--- config.mk ---
export PLATFORM = sky130hd
export DESIGN_NAME = bcd_convert_seq
export DESIGN_NICKNAME = d
export VERILOG_FILES = /design/src/rtl/bcd_convert_seq.sv
export SDC_FILE = /design/constraint.sdc
export NUM_CORES = 1
export LEC_CHECK = 0
export ABC_AREA = 1
export CAP_MARGIN = 30
export CORE_UTILIZATION = 32
export CTS_CLUSTER_DIAMETER = 80
export CTS_CLUSTER_SIZE = 16
export DETAILED_ROUTE_END_ITERATION = 12
export HOLD_SLACK_MARGIN = 0.1
export SLEW_MARGIN = 25
export SYNTH_ARGS = -nofsm -noshare
export SYNTH_HDL_FRONTEND = slang
export SYNTH_SLANG_ARGS = --single-unit
export TNS_END_PERCENT = 5
--- constraint.sdc ---
create_clock -name clk -period 3.7 [get_ports clk]
set_clock_uncertainty 0.2 [all_clocks]
set_input_delay 0.74 -clock clk [delete_from_list [all_inputs] [get_ports clk]]
set_output_delay 0.74 -clock clk [all_outputs]
set_load 0.01 [all_outputs]
--- src/rtl/bcd_convert_seq.sv ---
// bcd_convert_seq: sequential double-dabble binary-to-BCD converter.
// One correction/shift stage is reused for WIDTH clocks per conversion.
module bcd_convert_seq #(
  parameter int WIDTH  = 10,
  parameter int DIGITS = 4
) (
  input  logic                  clk,
  input  logic                  rst_n,
  input  logic                  start,
  input  logic [WIDTH-1:0]      x,
  output logic                  busy,
  output logic                  done,
  output logic [4*DIGITS-1:0]   bcd
);

  localparam int SW = 4*DIGITS + WIDTH;
  localparam int CW = $clog2(WIDTH + 1);

  typedef enum logic [1:0] {
    IDLE,
    CONV,
    DONE
  } state_t;

  state_t          state;
  logic [SW-1:0]   sr;
  logic [SW-1:0]   sr_fix;
  logic [SW-1:0]   sr_next;
  logic [CW-1:0]   cnt;

  // Add 3 to every BCD digit >= 5, then shift the whole register left by one.
  always_comb begin
    sr_fix = sr;
    for (int k = 0; k < DIGITS; k++) begin
      if (sr[WIDTH+4*k +: 4] >= 4'd5)
        sr_fix[WIDTH+4*k +: 4] = sr[WIDTH+4*k +: 4] + 4'd3;
    end
    sr_next = {sr_fix[SW-2:0], 1'b0};
  end

  // Control FSM with registered busy/done; the result register only loads on the last iteration.
  always_ff @(posedge clk or negedge rst_n) begin
    if (!rst_n) begin
      state <= IDLE;
      busy  <= 1'b0;
      done  <= 1'b0;
      bcd   <= '0;
      sr    <= '0;
      cnt   <= '0;
    end else begin
      unique case (state)
        IDLE, DONE: begin
          done <= 1'b0;
          if (start) begin
            sr    <= {{(4*DIGITS){1'b0}}, x};
            cnt   <= CW'(WIDTH);
            busy  <= 1'b1;
            state <= CONV;
          end else begin
            busy  <= 1'b0;
            state <= IDLE;
          end
        end
        CONV: begin
          sr  <= sr_next;
          cnt <= cnt - CW'(1);
          if (cnt == CW'(1)) begin
            bcd   <= sr_next[SW-1:WIDTH];
            busy  <= 1'b0;
            done  <= 1'b1;
            state <= DONE;
          end
        end
        default: begin
          busy  <= 1'b0;
          done  <= 1'b0;
          state <= IDLE;
        end
      endcase
    end
  end

endmodule
==> results.tsv <==
stage	metric	value	unit
synthesis	synth_cell_types	22	
clock_tree	cts_buffer_depth	2	
routing	drc_errors	0	
synthesis	synthFlopType	dfrtp_1	
clock_tree	worstSkewPairLatency	300	ps
worst_setup_path	r2r-end	cnt[3]$_DFFE_PN0P_	
worst_setup_path	reg2reg_depth	6	
hold_path	holdCritPathClass	in -> async	
place	hpwlAfterDp	3.277	mm
place	placed_cell_area	0.002735	mm²
worst_setup_path	crit_chain	clkdlybuf4s50_1	
routing	first_iter_violations	124	
synthesis	async_flop_share	100.0	%
run_status	outcome	finished, final reports clean	
power_and_ir_drop	clockPowerShare	15.1	%
worst_setup_path	cp_max_fo	3	
power_and_ir_drop	pwr-share-comb	47.0	%
sta	setup_tns	0	ps
global_routing	grt_pass1_wl	8.411	mm
die	dieArea	0.007749	mm²
clock_tree	clkSinkCount	48	
die	io_pins	31	
routing	ant_nets	0	
clock_tree	clock_tree.root_cell	clkbuf_8	
sta	slew_headroom	58.68	%
worst_setup_path	critPathTopFamily	buffers and inverters	
routing	route.vias.total	1943	
routing	wirelength	4.713	mm
clock_tree	cts_buffers	5	
die	floorplan.initialDensity	33.92	%
synthesis	yosysSeqAreaShare	50.71	%
final_layout	instances_no_fill	416	
worst_setup_path	timing.rr.start	done$_DFFE_PN0P_	
sta	finalHoldViolations	0	
worst_setup_path	worst_path_max_delay_cell	clkdlybuf4s50_1	
synthesis	syn_area_per_cell	8.196	µm²
clock_tree	cts_resized	0	
synthesis	synth_seq_cells	48	
clock_tree	tritoncts	done	
worst_setup_path	cp-start-kind	flip-flop	
routing	viasPerCell	4.671	
global_routing	grt_pass1_vias	1880	
worst_setup_path	r2r_slack	2060	ps
synthesis	synth_common_cells	nand2_1, dfrtp_1, nand3_1, inv_1, o21ai_0	
power_and_ir_drop	p_sw_share	41.76	%
worst_setup_path	worstSetupStartpoint	busy$_DFFE_PN0P_	
sta	fin_crit_sh	60.19	%
power_and_ir_drop	p_per_area	867.9	mW/mm²
synthesis	syn_inst	289	
power_and_ir_drop	p_leak	1.424	nW
global_routing	antenna_found_initial	0	
sta	min_period	2227	ps
sta	fmax	449.0	MHz
die	fp.dieH	88.03	µm
worst_setup_path	crit_type	reg -> out	
power_and_ir_drop	vdd_drop_max	0.1983	mV
die	num_rows	30	
final_layout	drive_above_1_share	6.563	%
synthesis	synthTopCellsByArea	dfrtp_1, nand2_1, nand3_1	
die	die_x	88.03	µm
routing	wl_per_cell	11.33	µm
global_routing	overflow	0	
place	port-buffer-count	30	
worst_setup_path	crit_required	2760	ps
synthesis	synth_top_area_share	50.71	%
clock_tree	clkTransAtPathRegs	90	ps
sta	worst_slew_pin_slew	619.7	ps
synthesis	synth_area	0.002369	mm²
sta	slew_viol_final	0	
synthesis	synth_top_area_cell	dfrtp_1	
final_layout	diodes	0	
synthesis	syn-num-nets	312	
place	place.gp.congestion	0.7478	
routing	first_pass_iters	4	
sta	finalSetupViolCount	0	
final_layout	fin_util	40.72	%
power_and_ir_drop	seq_power_share	37.8	%
worst_setup_path	arrival	1290	ps
die	core	0.006982	mm²
global_routing	grt_usage	14.03	%
global_routing	grt_max_degree	49	
clock_tree	holdBufCountCts	0	
clock_tree	cts_setup_buffers	0	
final_layout	final_cell_area	0.002843	mm²
power_and_ir_drop	p_int	0.001437	W
clock_tree	htreeDepth	2	
final_layout	fin_nets	342	
place	placedCellCount	408	
synthesis	synth_edf_count	0	
flow_run	drv_cap	0	
final_layout	syn2layout_area_growth	20.02	%
sta	rsz0062_at_grt	false	
synthesis	post-synth-top-count-cell	nand2_1	
worst_setup_path	critPathMaxStageDelay	560	ps
worst_setup_path	cp_num_buf_inv	1	
power_and_ir_drop	p_sw	0.001030	W
synthesis	yosysWarnings	0	
worst_setup_path	worst_setup_path_end_kind	output port	
[cells in the final DEF, fill, tap and decap left out, types with 2 or more instances in the layout]
cell type        count
nand3_1             36
nand2_4              2
a21oi_1              3
nor2_1               6
ha_1                10
o22ai_1              2
inv_1               24
clkbuf_8             5
inv_2                3
nand4_1              6
nand2_1            115
nand2_2              5
clkdlybuf4s50_1     29
dfrtp_1             48
o21ai_0             16
[worst max-delay path by stage]
stage / end / slack (ps) / cells past startpoint
2_1_floorplan: sr[9]$_DFFE_PN0P_ / 2180 / 6
6_report: busy / 1470 / 1
5_1_grt: busy / 1380 / 1
3_5_place_dp: sr[1]$_DFFE_PN0P_ / 1530 / 6
4_1_cts: busy / 1450 / 1
3_3_place_gp: sr[1]$_DFFE_PN0P_ / 1570 / 6
[layer usage]
metal | global-route usage, % | routed length, µm | up-vias
li1 | - | - | 988
met1 | 17.52 | 2213 | 906
met2 | 23.75 | 2188 | 42
met3 | 3.393 | 218 | 7
met4 | 4.839 | 93 | 0
met5 | 0 | 0 | -
[registers in the layout, summed over array words and instances (netlist names)]
signal and cells:
busy 1, cnt 4, bcd 16, sr 26, done 1
[logic make-up after synthesis]
kind of cell / Yosys count / synth area share (%)
flops: 48 / 50.71
simple gates: 172 / 31.75
buf+inv: 35 / 6.814
fa+ha+maj: 10 / 5.283
compound gates: 24 / 5.441
[power by group through the flow]
stage          logic (W)  clock network, W  registers [W]
2_1_floorplan   0.000796                 0       0.000951
3_3_place_gp     0.00115                 0       0.000937
3_5_place_dp     0.00118                 0       0.000943
4_1_cts          0.00118          0.000389       0.000935
5_1_grt          0.00135          0.000411       0.000969
6_report         0.00116          0.000374       0.000933
[metrics by stage]
step	power, W	hold slack [ps]	setup WS, ps
floorplan	0.001747	244.4	2175
global placement	0.002085	258.9	1567
detailed placement	0.002122	260.0	1528
CTS	0.002503	269.0	1449
global route	0.002735	286.3	1383
finish	0.002467	255.3	1473
[cell type report]
cell class	count	area [µm²]
fillers	758	4139
flip-flops and latches	48	1201
multi-input cells	206	1006
repair buffers	30	297.8
well taps	96	120.1
inverters	28	110.1
clock buffers	6	72.57
clock inverters	2	35.03
No activity file was read; power rests on OpenSTA's default activity.
